[src/rtl/demux_router_pkg.sv]
// ---------------------------------------------------------------
// demux_router_pkg : shared types and header field positions
// Rev 1.0
// ---------------------------------------------------------------
`default_nettype none

package demux_router_pkg;

  typedef enum logic [0:0] {
    IDLE    = 1'b0,
    PAYLOAD = 1'b1
  } state_t;

  localparam int DEST_W   = 2;
  localparam int DEST_LSB = 0;
  localparam int DEST_MSB = DEST_LSB + DEST_W - 1;
  localparam int LEN_LSB  = DEST_MSB + 1;

  // The length field sits directly above dest; its top bit depends on LEN_W.
  function automatic int len_msb(input int len_w);
    return LEN_LSB + len_w - 1;
  endfunction

endpackage

`default_nettype wire

[src/rtl/demux.sv]
// ---------------------------------------------------------------
// demux : 1:4 enable demultiplexer, one-hot output when e is high
// Rev 1.0
// ---------------------------------------------------------------
`default_nettype none

module demux (
  input  logic       e,
  input  logic [1:0] s,
  output logic       y0,
  output logic       y1,
  output logic       y2,
  output logic       y3
);

  assign y0 = e & (s == 2'd0);
  assign y1 = e & (s == 2'd1);
  assign y2 = e & (s == 2'd2);
  assign y3 = e & (s == 2'd3);

endmodule

`default_nettype wire

[src/rtl/demux_router.sv]
// ---------------------------------------------------------------
// demux_router : header-decoded packet steering onto a 1:4 demux
// Rev 1.0
// ---------------------------------------------------------------
`default_nettype none

module demux_router
  import demux_router_pkg::*;
#(
  parameter int DATA_W = 8,
  parameter int LEN_W  = 4
) (
  input  logic              clk,
  input  logic              rst,
  input  logic [DATA_W-1:0] in_data,
  input  logic              in_valid,
  output logic              in_ready,
  output logic [DATA_W-1:0] out_data,
  output logic              out_valid0,
  output logic              out_valid1,
  output logic              out_valid2,
  output logic              out_valid3,
  input  logic              out_ready0,
  input  logic              out_ready1,
  input  logic              out_ready2,
  input  logic              out_ready3,
  output logic              out_last,
  output logic              busy,
  output logic              pkt_done
);

  localparam int LEN_MSB = len_msb(LEN_W);

  state_t              state_q;
  state_t              state_d;
  logic [DEST_W-1:0]   dest_q;
  logic [LEN_W-1:0]    cnt_q;
  logic [DATA_W-1:0]   obuf_data;
  logic [DEST_W-1:0]   obuf_dest;
  logic                obuf_valid;
  logic                obuf_last;

  logic [3:0]          out_ready_vec;
  logic                sel_ready;
  logic                drain;
  logic                accept;
  logic                hdr_accept;
  logic                pay_accept;
  logic                last_beat;
  logic [DEST_W-1:0]   hdr_dest;
  logic [LEN_W-1:0]    hdr_len;

  assign out_ready_vec = {out_ready3, out_ready2, out_ready1, out_ready0};
  // Only the channel owning the buffered byte may drain it.
  assign sel_ready     = out_ready_vec[obuf_dest];
  assign drain         = obuf_valid & sel_ready;

  assign hdr_dest      = in_data[DEST_MSB:DEST_LSB];
  assign hdr_len       = in_data[LEN_MSB:LEN_LSB];

  assign in_ready      = (state_q == IDLE) | ~obuf_valid | sel_ready;
  assign accept        = in_valid & in_ready;
  assign hdr_accept    = accept & (state_q == IDLE);
  assign pay_accept    = accept & (state_q == PAYLOAD);
  assign last_beat     = (cnt_q == LEN_W'(1));

  always_comb begin
    state_d = state_q;
    case (state_q)
      IDLE:    if (hdr_accept && (hdr_len != '0)) state_d = PAYLOAD;
      PAYLOAD: if (pay_accept && last_beat)       state_d = IDLE;
      default: state_d = IDLE;
    endcase
  end

  always_ff @(posedge clk) begin
    if (rst) state_q <= IDLE;
    else     state_q <= state_d;
  end

  always_ff @(posedge clk) begin
    if (rst) begin
      dest_q     <= '0;
      cnt_q      <= '0;
      obuf_data  <= '0;
      obuf_dest  <= '0;
      obuf_valid <= 1'b0;
      obuf_last  <= 1'b0;
      pkt_done   <= 1'b0;
    end else begin
      pkt_done <= (drain & obuf_last) | (hdr_accept & (hdr_len == '0));

      if (hdr_accept) begin
        dest_q <= hdr_dest;
        cnt_q  <= hdr_len;
      end else if (pay_accept && (cnt_q != '0)) begin
        cnt_q  <= cnt_q - LEN_W'(1);
      end

      // A load wins over a same-cycle drain: the buffer stays full with the new byte.
      if (pay_accept) begin
        obuf_valid <= 1'b1;
        obuf_data  <= in_data;
        obuf_dest  <= dest_q;
        obuf_last  <= last_beat;
      end else if (drain) begin
        obuf_valid <= 1'b0;
      end
    end
  end

  assign out_data = obuf_data;
  assign out_last = obuf_last;
  assign busy     = (state_q == PAYLOAD);

  demux u_demux (
    .e  (obuf_valid),
    .s  (obuf_dest),
    .y0 (out_valid0),
    .y1 (out_valid1),
    .y2 (out_valid2),
    .y3 (out_valid3)
  );

endmodule

`default_nettype wire
[config.mk]
export PLATFORM = sky130hd
export DESIGN_NAME = demux_router
export DESIGN_NICKNAME = d
export VERILOG_FILES = /design/src/rtl/demux_router_pkg.sv /design/src/rtl/demux.sv /design/src/rtl/demux_router.sv
export SDC_FILE = /design/constraint.sdc
export NUM_CORES = 1
export LEC_CHECK = 0
export ABC_CLOCK_PERIOD_IN_PS = 3500
export CORE_ASPECT_RATIO = 0.7
export CORE_MARGIN = 1
export CORE_UTILIZATION = 48
export DETAILED_ROUTE_END_ITERATION = 10
export PLACE_DENSITY = 0.83
export SYNTH_ARGS = -nofsm -noshare
export SYNTH_HDL_FRONTEND = slang
export SYNTH_SLANG_ARGS = --single-unit
[constraint.sdc]
create_clock -name clk -period 3.5 [get_ports clk]
set_clock_uncertainty 0.05 [all_clocks]
set_input_delay 0.35 -clock clk [delete_from_list [all_inputs] [get_ports clk]]
set_output_delay 0.35 -clock clk [all_outputs]
set_load 0.02 [all_outputs]
# Word level (Yosys, flattened, before mapping)
# Index checks and enable logic that the tools add are counted.
# classes
n_addsub	1
magnitude_cmp	1
n_eq_ne	4
muxes	9
bitwise_logic	15
reduce_logical	9
# op_table
cell	count
bitwise AND 1 bit	10
2-to-1 mux 4 bit	2
nonzero test 4 bit	2
2-to-1 mux 1 bit	5
== test 2 bit (second input constant)	2
== test 4 x 1 -> 1 bit (second input constant)	1
logical NOT 4 bit	1
nonzero test 2 bit	2
subtractor 4 x 1 -> 4 bit (second input constant)	1
logical AND 1 bit	3
< comparator 2 x 3 -> 1 bit (second input constant)	1
bitwise OR 1 bit	3
binary-select mux 1 bit (select 2 bit)	1
== test 2 x 1 -> 1 bit (second input constant)	1
logical NOT 2 bit	1
NOT 1 bit	2
case mux 1 bit (2 select lines)	1
# word_totals
ff_bits	20
inputBits	15
output_inout_bits	16
wordCells	47

# Longest topological paths before layout
# Gate-level depths: netlist of run 1.
# logic_depth
ltp_word	8
depth_mapped	7

# Hierarchy
# Synthesis of run 1 repeated with hierarchy kept, for this count alone.
# hier_totals
hier_cells	120
hier_area_um2	1008.5
# modules_own_cells
mod	instances	cells_each	area_each_um2	seq_area_each_um2
demux_router	1	116	970.9	400.4
demux	1	4	37.5	0.0

# Worst setup path before layout of run 1
# Ideal clock, no wire load.
# synth_timing
kind	register to register
startpoint	register obuf_dest[0]
endpoint	register obuf_data[4], in the netlist out_data[4]
setup_time_ps	128
t_arrival_ps	1589
setup_slack_ps	1734
stages_incl_launch_ff	8
path_cell_list	dfxtp_1 mux2_2 o22a_4 and3_4 buf_6 buf_6 mux2i_1 nor2_1
# synth_between
elab_chain_len	5
# synth_rtl
element	line	rtl
start: declaration	demux_router.sv:39	logic [DEST_W-1:0] obuf_dest;
start signal: assignment	demux_router.sv:104	obuf_dest <= dest_q;
binary-select mux 1 bit (select 2 bit)	demux_router.sv:55	assign sel_ready = out_ready_vec[obuf_dest];
2-to-1 mux 1 bit (not written as such)	demux_router.sv:55	
bitwise OR 1 bit	demux_router.sv:61	assign in_ready = (state_q == IDLE) | ~obuf_valid | sel_ready;
bitwise AND 1 bit	demux_router.sv:62	assign accept = in_valid & in_ready;
bitwise AND 1 bit	demux_router.sv:64	assign pay_accept = accept & (state_q == PAYLOAD);
end signal: assignment	demux_router.sv:103	obuf_data <= in_data;
end: declaration	demux_router.sv:38	logic [DATA_W-1:0] obuf_data;
# Every way passes these cells. The select of a mux whose other input is x is not followed.
# A chain may end at the register's enable or synchronous reset.

# Final worst setup path of run 1
# layout_timing
startpoint	register obuf_dest[0]
endpoint	output port in_ready
# layout_between
elab_chain_len	3
# layout_rtl
element	line	rtl
binary-select mux 1 bit (select 2 bit)	demux_router.sv:55	
2-to-1 mux 1 bit (not written as such)	demux_router.sv:55	
bitwise OR 1 bit	demux_router.sv:61	
end: declaration	demux_router.sv:17	output logic in_ready,
# Every way passes these cells. The select of a mux whose other input is x is not followed.

==> results.txt, run 1 <==
On the worst path, the slowest cell contributes a delay of 0.55 ns. For this run, the total global-route usage over all layers was measured as 0.225. After layout, the minimum clock period comes to 2.52 ns. Clock tree synthesis selected as its root buffer the cell clkbuf_4. For this run, the register share of the synthesized area comes to 0.412. Clock-pin slew was measured on the worst setup and hold paths at 0.11 ns. The initial antenna violation count came out at 0. The proportion of netlist area held by the largest area contributor came out at 0.412.

The starting utilization of the core area is 0.515. The total wire length after detailed routing came out at 2.29 mm. Power comes to 557 uW. The count of cells along the worst hold path is 2. The vias per cell came out at 5.49. The power density normalized to cell area came out at 424 mW/mm^2.

The static leakage power is 0.000475 uW. The arrival time reported for the critical path endpoint came out at 2.12 ns. The count of cell instances traversed by the critical path is 4. Headroom to the max-slew limit came out at 0.482. In this run the number of H-tree levels came out at 1. In this run the post-CTS setup repair buffer count came out at 0. The final worst slack came out at 0.979 ns.

The type of destination of the critical path is a primary output. The overall die width came out at 55.8 um. In this run the core area contains 13 standard-cell rows. The setup path with the least slack is of type flop to primary output. The worst setup timing slack at the placement stage came out at 1.07 ns.

The routed layout has 911 vias. The synthesized net count is 134. The fmax came out at 397 MHz. The pin count of the biggest net entering global routing is 22. Summing all multi-input logic gate instances after layout gives 515 sq um. The worst vdd rail ir drop came out at 0.336 mV. After synthesis the netlist holds a flip-flop and latch count of 20. The number of resized instances in the post-cts repair step came out at 0. TritonCTS created 3 clock buffers.

The warning count from the yosys run came out at 0. The post-detailed-route wirelength per cell came out at 13.8 um. Clock latency on the worst-skew pair, taken at its later pin, is 0.30 ns.

The tightest hold margin came out at 0.411 ns. The share of the clock period used by the worst path is 0.720. Counting every sink on the clock net gives 20. The biggest area contributor in the post-synthesis netlist is dfxtp_1. The final weighted congestion of routability-driven global placement came out at 0.877.

After filler insertion, the fill cell instance count of the layout stands at 166. The sequential cells in the finished layout cover a total of 400 sq um. The DRC violations left is 0. The first-pass iteration count of the detailed router came out at 4. No sink is reached through more buffers than the 2 on the longest clock path. The total of buffers placed on input and output ports is 30.

The number of max-cap violations came out at 0. The average cell area after synthesis came out at 8.31 sq um. The final net count is 162. The count of buffer and inverter cells on the critical path is 1.

Of all nets on the critical path, the largest fanout is 8. The quantity of hold-fixing buffers added after cts came out at 0. Traced cell by cell, the critical path runs through mux2_2 -> o22a_4 -> nand2b_1 -> clkdlybuf4s50_1. The count of nets left with antenna violations once routing finished came out at 0.

The slowest stage of the critical path belongs to the cell clkdlybuf4s50_1. The detailed router's first-iteration violation count came out at 19. The slew at the pin with the worst max-slew slack is 0.775 ns. The final antenna diode count came out at 0.

The synthesized netlist occupies a cell area of 972 sq um. For this design the top-level I/O count stands at 31. The total count of max-transition violations in the final report came out at 0. The number of cells on the worst reg-to-reg path is 5. Setup repair after global routing left no endpoint under its margin. Broken down by cell family, the worst path's largest delay share belongs to buffers and inverters.

The vertical die dimension is 39.7 um. Summed over all nets, the half-perimeter wirelength after detailed placement is 1.65 mm. Synthesis instantiated 30 different standard cells from the library. TritonCTS built the clock tree.

The tightest min-delay check is of the flop to flop type. The flow ran to the end, and the final reports show no timing, DRC or antenna violations. In the final layout, the share of cells above drive strength 1 is 0.0625.

Synthesis handed over a netlist of 117 instances. The full die area is 0.00221 sq mm. The worst setup path is launched from a flop. The final setup violation count is 0. Relative to the synthesized area, the layout overhead comes to 34.9%. After synthesis, the cell types taking the most area are dfxtp_1, nand2_1, a21oi_1.

At the worst endpoint, the required time is 3.10 ns. The overflow left after global routing came out at 0. The setup TNS after final layout came out at 0 ns. The number of global-route vias before repair came out at 830. The first-pass GRT wire length came out at 3.64 mm.

The number of hold violations in the final report came out at 0. The standard cell core area came out at 0.00189 sq mm.
[final timing paths]
kind              slack [ns]                 startpoint                        to
setup / recovery        0.98  obuf_dest[0]$_SDFFE_PP0P_                  in_ready
hold / removal          0.41   out_data[0]$_SDFFE_PP0P_  out_data[0]$_SDFFE_PP0P_
setup reg to reg        1.66  obuf_dest[0]$_SDFFE_PP0P_     cnt_q[1]$_SDFFE_PP0P_
hold reg to reg         0.41   out_data[0]$_SDFFE_PP0P_  out_data[0]$_SDFFE_PP0P_
[per-stage QoR]
step	instances	cell area, sq um	utilization
after floorplan	117	972	-
after global placement	162	1260	0.667
after detailed placement	162	1260	0.667
after CTS	166	1310	0.695
after global routing	166	1310	0.695
final	166	1310	0.695
[report_power, final]
| group | internal [uW] | switching [uW] |
|---|---|---|
| clock network | 116 | 69.8 |
| logic | 57.5 | 57.6 |
| registers | 241 | 14.6 |
[synth_stat cells, drive strengths merged]
cell     count
a211o        2
a21oi       14
a2bb2oi      1
a311o        1
a311oi       1
a31oi        1
a41oi        1
and3         3
and4         1
buf          2
clkbuf       5
dfxtp       20
ha           2
inv          4
mux2         2
mux2i        4
nand2       23
nand2b       3
nand3        3
nor2        12
nor2b        3
nor3         1
o21ai        3
o22a         1
o31ai        1
o32a         1
or4          1
xnor2        1
[layout make-up]
cell class / instances / share of cell area
well taps: 22 / 0.0210
clock inverters: 1 / 0.0229
repair buffers: 30 / 0.229
inverters: 4 / 0.0115
flip-flops and latches: 20 / 0.305
multi-input cells: 86 / 0.393
clock buffers: 3 / 0.0172
[worst reg2reg max path: stages, from the launching register on]
cell	delay, ns
dfxtp_1	0.46
mux2_2	0.39
o22a_4	0.25
a31oi_1	0.34
a211o_1	0.15
a21oi_1	0.05
[flip-flops by register name (all words and copies together), names as in the netlist]
name        count
out_data        8
obuf_valid      1
cnt_q           4
obuf_dest       2
dest_q          2
busy            1
out_last        1
pkt_done        1
[cells by family (layout without fill, tap and decap cells)]
family	after synthesis	in the layout	synth area share
AO/OA/AOI/OAI	27	27	0.192
adder cells (fa/ha/maj)	2	2	0.0257
AND/OR/NAND/NOR	50	50	0.236
multiplexers	6	6	0.0682
flip-flops	20	20	0.412
XOR/XNOR	1	1	0.00901
buffers and inverters	11	38	0.0579
[placed cells by master (no fill, tap or decap)]
cell type,n
nor2_1,12
xnor2_1,1
inv_1,4
or4_1,1
nand2b_1,3
a21oi_1,14
mux2i_1,4
and4_1,1
o22a_4,1
clkbuf_4,3
o31ai_1,1
a311o_1,1
nand3_1,3
ha_1,2
dfxtp_1,20
a31oi_1,1
and3_4,1
a211o_1,2
mux2_2,1
nand2_1,23
o21ai_0,3
and3_1,2
mux2_4,1
nor2b_1,3
bufinv_16,1
a2bb2oi_1,1
a41oi_1,1
a311oi_2,1
nor3_1,1
o32a_1,1
clkdlybuf4s50_1,30
[layer usage]
| layer | GRT usage | share of wire |
|---|---|---|
| met2 | 0.407 | 0.47 |
| met4 | 0.0813 | 0.0057 |
| met5 | 0 | 0 |
| met1 | 0.254 | 0.45 |
| met3 | 0.0792 | 0.074 |
No activity file was read; power rests on OpenSTA's default activity.
==> run 2: changes to the inputs <==
- ABC_CLOCK_PERIOD_IN_PS: 3500 -> 2100
- CORE_UTILIZATION: 48 -> 40
- PLACE_DENSITY: 0.83 -> 0.73
- clock period: 3.5 -> 2.1 ns (I/O delays scaled with it)
==> results.txt, run 2 (synthesis gave the netlist of run 1 again) <==
The full die area came out at 0.00263 sq mm (+19%). The final core utilization is 0.605 (-0.0903). The maximum buffer depth of the clock tree is 2 (unchanged). The post-detailed-route wirelength per cell is 12.5 um (-9.6%). The overall die width came out at 60.9 um (+9.2%). The total of buffers placed on input and output ports is 30 (unchanged). The worst register-to-register path begins at obuf_dest[0]$_SDFFE_PP0P_. The DRC violations left is 0 (unchanged). The relative slew slack was 0.748 (+0.266). The maximum net fanout on the critical path is 3 (-5). STA classifies the critical path startpoint as a flop.

The tightest min-delay check is of the input pin to flop type. The number of global-route vias before repair was 883 (+6.4%). The initial antenna violation count came to 0 (unchanged). The detailed router's first-iteration violation count came out at 31 (+12). The starting utilization of the core area is 0.437 (-0.0782). In this run the worst setup path begins at obuf_dest[0]$_SDFFE_PP0P_.

The path depth of the worst reg2reg path is 6 (+1). The routed design could run at a clock period as short as 1.99 ns. The power density normalized to cell area is 630 mW/mm^2 (+48%).

The first-pass iteration count of the detailed router is 4 (unchanged). The clock root buffer is clkbuf_4. The tightest hold margin was 0.394 ns (-0.0162 ns).

The share of the clock period used by the worst path is 0.949. The number of max-cap violations came to 0 (unchanged). The sink count of the clock tree is 20 (unchanged). The number of flip-flops in the largest register was 8 (unchanged). In the layout the commonest cells are clkdlybuf4s50_1, nand2_1, dfxtp_1.

The run finished with clean final reports. The vias per cell came out at 5.15 (-6.1%). The static leakage power is 0.000490 uW (+3.2%). The total number of H-tree levels came out at 1 (unchanged). The I/O pin count came out at 31 (unchanged). The vertical die dimension came out at 43.2 um (+9.1%). The worst setup timing slack at the placement stage was -0.00890 ns (-1.08 ns). The number of vias after detailed routing is 933 (+2.4%). The area added between synthesis and finish is 38.4%. The minimum setup slack among reg-to-reg paths came to 0.32 ns (-1.34 ns). The required time reported for the critical path endpoint is 1.84 ns (-1.26 ns).

The number of hold violations in the final report was 0 (unchanged). The pin count of the biggest net entering global routing is 13 (-41%). STA classifies the critical path endpoint as a primary output. The termination of the worst setup path is in_ready. The layout cell share with drive strength beyond 1 is 0.101 (+0.0382). The final non-filler cell area came to 0.00135 sq mm (+2.6%). The row count came out at 14 (+1). The worst vdd rail ir drop came out at 0.449 mV (+34%).

The final antenna diode count came out at 0 (unchanged). The standard cell core area came out at 0.00222 sq mm (+18%). The clock latency of the later-clocked register in the worst-skew pair came out at 0.30 ns (about the same).

The overflow left after global routing is 0 (unchanged). The first-pass GRT wire length was 3.76 mm (+3.2%). The arrival time reported for the critical path endpoint is 1.73 ns (-0.39 ns).

The final weighted congestion of routability-driven global placement came out at 0.851 (-2.9%). The final worst slack is 0.107 ns (-0.872 ns). The worst setup path is of the flop to primary output kind. The setup TNS after final layout came out at 0 ns (unchanged).

TritonCTS built the clock tree. The total clock buffers created by CTS is 3 (unchanged). The quantity of hold-fixing buffers added after cts is 0 (unchanged). The clock edge transition at the registers on the reported setup and hold paths is 0.11 ns (about the same). The commonest non-fill, non-tap cell in the layout is clkdlybuf4s50_1. The total routing usage reported by global routing came out at 0.193 (-0.0322).

The placed instance area came out at 0.00131 sq mm (+4.0%). The worst flop-to-flop path endpoint is cnt_q[1]$_SDFFE_PP0P_. The half-perimeter wire length after placement came out at 1.71 mm (+3.8%). The total count of max-transition violations in the final report came out at 0 (unchanged). Setup repair after global routing left no endpoint under its margin. The final setup violation count is 0 (unchanged). The final net count is 167 (+3.1%). The slew at the pin with the worst max-slew slack is 0.378 ns (-0.398 ns). The total wire length after detailed routing came out at 2.26 mm (-1.5%). The fmax is 502 MHz. The count of antenna-violating nets left after detailed routing is 0 (unchanged).
-- run 2: changes by cell type in the layout (fill, tap and decap cells not counted) --
cell / previous run / this run
dfxtp_2: 0 / 1
clkbuf_8: 0 / 1
dfxtp_1: 20 / 19
dlygate4sd2_1: 0 / 1
bufinv_16: 1 / 0
buf_4: 0 / 5
clkdlybuf4s50_1: 30 / 29
-- run 2: area by class of cell --
cell class	instances	area, sq um
clock buffer	4	36.3
fill	219	880
inverter	4	15.0
multi-input combinational	86	515
sequential	20	402
tap	32	40.0
timing repair buffer	35	337
-- run 2: how the worst min path moves through the flow --
stage	start	to	slack, ns	cells after the start
finish	in_data[6]	out_data[6]$_SDFFE_PP0P_	0.39	3
global route	in_data[6]	out_data[6]$_SDFFE_PP0P_	0.41	3
CTS	in_data[6]	out_data[6]$_SDFFE_PP0P_	0.39	3
detailed placement	dest_q[1]$_SDFFE_PP0P_	obuf_dest[1]$_SDFFE_PP0P_	0.40	2
global placement	dest_q[1]$_SDFFE_PP0P_	obuf_dest[1]$_SDFFE_PP0P_	0.39	2
floorplan	in_data[0]	dest_q[0]$_SDFFE_PP0P_	0.30	2
-- run 2: repair_timing --
item                                    in CTS  in global routing
endpoints found under the setup margin       1                  1
resized for setup                            1                  1
buffers inserted                             0                  0
pin swaps                                    0                  0
-- run 2: layer usage --
metal	vias up	GRT usage	share of wire
met1	435	0.241	0.47
li1	467	-	-
met5	-	0	0
met2	31	0.319	0.47
met3	0	0.0610	0.061
met4	0	0.0500	0
-- run 2: critical path, cell delays in order, from the launching register on --
cell and delay, ns:
dfxtp_2 0.37, mux2_2 0.36, o22a_4 0.21, nand2b_1 0.16, dlygate4sd2_1 0.34
-- run 2: power by group --
part	switching, uW	total (uW)	internal [uW]
Combinational	98.4	199	100
Clock	119	225	106
Sequential	22.3	425	402
Total	239	848	608
-- run 2: through the flow --
| stage | instances | power (uW) |
|---|---|---|
| after floorplan | 117 | 556 |
| after global placement | 177 | 622 |
| after detailed placement | 177 | 630 |
| after CTS | 181 | 854 |
| after global routing | 181 | 901 |
| final | 181 | 848 |
==> run 3: changes to the inputs <==
- CORE_ASPECT_RATIO: 0.7 -> not set
==> results.txt, run 3 (synthesis gave the netlist of run 1 again) <==
The starting utilization of the core area is 0.431 (-0.00582). The first-pass GRT wire length came out at 3.42 mm (-9.2%). The switching power share of the total is 0.251 (-0.0309). The path depth of the worst reg2reg path is 7 (+1). The critical path ends at in_ready.

The standard cell core area is 0.00225 sq mm (+1.3%). The count of cell instances traversed by the critical path is 4 (unchanged). The clock latency of the later-clocked register in the worst-skew pair is 0.29 ns (about the same). The number of max-cap violations is 0 (unchanged). The number of hold violations in the final report came out at 0 (unchanged). The count of antenna-violating nets left after detailed routing came out at 0 (unchanged).

The placed instance area came out at 0.00130 sq mm (-0.38%). Relative to the synthesized area, the layout overhead comes to 39.9%. The internal power summed over all cells was 698 uW (+15%).

The clock edge transition at the registers on the reported setup and hold paths came out at 0.11 ns (about the same). The area taken by multi-input logic gates came out at 515 sq um (unchanged). In this run the clock root is driven by a clkbuf_4.

The signal on the critical path passes through mux2_2 -> o22a_4 -> nand2b_1 -> clkdlybuf4s15_1. The number of vias after detailed routing is 915 (-1.9%). The combinational share of power is 0.213 (-0.021). The worst setup path is launched from a flop. In this run the top signal layer used is met4. The total wire length after detailed routing came to 2.14 mm (-5.1%). The final non-filler cell area is 0.00136 sq mm (+1.1%).

The sink count of the clock tree came out at 20 (unchanged). STA classifies the critical path endpoint as a primary output. The arrival time reported for the critical path endpoint came out at 1.76 ns (+0.03 ns). The library cells used most frequently in the layout, excluding fill and tap cells, are clkdlybuf4s50_1, nand2_1, dfxtp_1.

The flow ran to the end, and the final reports show no timing, DRC or antenna violations. The count of buffer and inverter cells on the critical path is 1 (unchanged). In this run the worst hold path is classified as input pin to flop. The static leakage power came out at 0.000499 uW (+1.8%). The overflow left after global routing is 0 (unchanged). The share of the clock period used by the worst path is 0.960 (+0.0116). The total number of H-tree levels was 1 (unchanged).

In this run the critical register-to-register path is launched from obuf_dest[0]$_SDFFE_PP0P_. The first-pass iteration count of the detailed router came out at 4 (unchanged). The final worst slack is 0.0831 ns (-0.0244 ns).

The overall die width is 51.3 um (-16%). The row count came to 17 (+3). The I/O pin count is 31 (unchanged). The count of filler cells inserted in the layout was 233 (+6.4%). The half-perimeter wire length after placement is 1.67 mm (-2.4%).

The largest individual stage delay along the critical path comes from the cell dfxtp_4. The critical path starts at obuf_dest[0]$_SDFFE_PP0P_. The maximum net fanout on the critical path came out at 7 (+4). The fmax is 496 MHz (-1.2%). The met2 routed wirelength is 1.08 mm (+2.0%).

The library cell used most frequently in the layout, excluding fill and tap cells, is clkdlybuf4s50_1. The initial antenna violation count is 0 (unchanged). The slew at the pin with the worst max-slew slack came to 0.444 ns (+0.0662 ns). The vertical die dimension came to 51.3 um (+19%). The length of routed wiring on met1 came out at 937 um (-12%). The power density normalized to cell area came out at 685 mW/mm^2 (+8.7%). The CTS tree is built. The total of buffers placed on input and output ports is 30 (unchanged). The source of the worst hold timing path is in_data[6]. The share of power burned in the clock network came out at 0.333 (+0.068). The layout cell share with drive strength beyond 1 came out at 0.101 (unchanged). By startpoint and endpoint, the worst setup path is classified as flop to primary output. The share of power burned in registers came out at 0.454 (-0.047).

The total count of max-transition violations in the final report is 0 (unchanged). The worst flop-to-flop path endpoint is cnt_q[1]$_SDFFE_PP0P_. The DRC violations left is 0 (unchanged). The post-detailed-route wirelength per cell came out at 12.1 um (-3.0%). The register area is 404 sq um (+0.62%).

Setup repair after global routing left no endpoint under its margin. The pin count of the biggest net entering global routing came out at 13 (unchanged). The number of global-route vias before repair is 796 (-9.9%).

The number of flip-flops in the largest register came to 8 (unchanged). The count of buffers added by post-CTS timing repair for setup came to 0 (unchanged). The time the final worst path needs with I/O delays and setup is 2.02 ns (+0.0244 ns). The critical path's largest stage delay came out at 0.40 ns (+0.03 ns). The full die area came out at 0.00263 sq mm (-0.11%). The detailed router's first-iteration violation count was 17 (-45%). The final net count came out at 167 (unchanged). The switching component of the power is 234 uW (-2.1%). The worst vdd rail ir drop came to 0.431 mV (-4.0%). The total routing usage reported by global routing came out at 0.173 (-0.0198). The detailed-routed wire length on met3 is 107 um (-22%). The final weighted congestion of routability-driven global placement came to 0.829 (-2.7%).

The final antenna diode count is 0 (unchanged). The required time reported for the critical path endpoint was 1.84 ns (about the same). The total clock buffers created by CTS came to 3 (unchanged).

The maximum buffer depth of the clock tree came to 2 (unchanged). The worst setup timing slack at the placement stage is -0.0463 ns (-0.0374 ns). The minimum setup slack among reg-to-reg paths came out at 0.36 ns (+0.04 ns).

Broken down by cell family, the worst path's largest delay share belongs to flip-flops. The relative slew slack came to 0.703 (-0.0443). The vias per cell came out at 5.17 (+0.29%). The final setup violation count is 0 (unchanged).
[run 3: cell types whose count changed in the layout (fill, tap and decap cells not counted)]
| cell | delta |
|---|---|
| dlygate4sd2_1 | -1 |
| clkbuf_8 | -1 |
| dfxtp_2 | -1 |
| dfxtp_4 | +1 |
| bufinv_16 | +1 |
| clkdlybuf4s15_1 | +1 |
[run 3: how the worst min path moves through the flow]
stage / depth (start not counted) / end
final: 3 / out_data[6]$_SDFFE_PP0P_
after global routing: 3 / out_data[6]$_SDFFE_PP0P_
after CTS: 3 / out_data[6]$_SDFFE_PP0P_
after detailed placement: 2 / obuf_dest[1]$_SDFFE_PP0P_
after global placement: 2 / out_data[7]$_SDFFE_PP0P_
after floorplan: 2 / dest_q[0]$_SDFFE_PP0P_
[run 3: timing repair]
| action | in CTS | in global routing |
|---|---|---|
| endpoints found under the setup margin | 1 | 1 |
| cloned | 0 | 0 |
| pin swaps | 0 | 0 |
| gates resized for setup | 2 | 2 |
| hold buffers | 0 | 0 |
[run 3: area by class of cell]
cell class                 instances  share of cell area
multi-input combinational         86               0.379
sequential                        20               0.297
timing repair buffer              35               0.248
tap                               28              0.0258
clock inverter                     1              0.0221
clock buffer                       3              0.0166
inverter                           4              0.0110
[run 3: layer usage]
layer	track usage	vias to the layer above
li1	-	469
met2	0.300	21
met5	0	-
met3	0.0268	2
met4	0.0676	0
met1	0.213	423
[run 3: power by group through the flow]
stage / clock [uW] / sequential, uW / combinational [uW]
final: 310 / 423 / 199
after global routing: 332 / 428 / 216
after detailed placement: 0 / 433 / 199
after global placement: 0 / 432 / 195
after CTS: 323 / 424 / 200
after floorplan: 0 / 437 / 119
[run 3: through the flow]
step           cells  power, uW  utilization  TNS, ns  hold slack, ns
5_1_grt          177        976        0.603        0           0.399
4_1_cts          177        947        0.602        0           0.394
6_report         177        932        0.603        0           0.404
2_1_floorplan    117        556            -        0           0.296
3_5_place_dp     173        632        0.578  -0.0463           0.396
3_3_place_gp     173        627        0.578  -0.0243           0.392
[run 3: worst min-delay path, delay by kind of cell]
kind / cells / cell delay, ns
buf+inv: 1 / 0.39
simple gates: 1 / 0.06
compound gates: 1 / 0.05
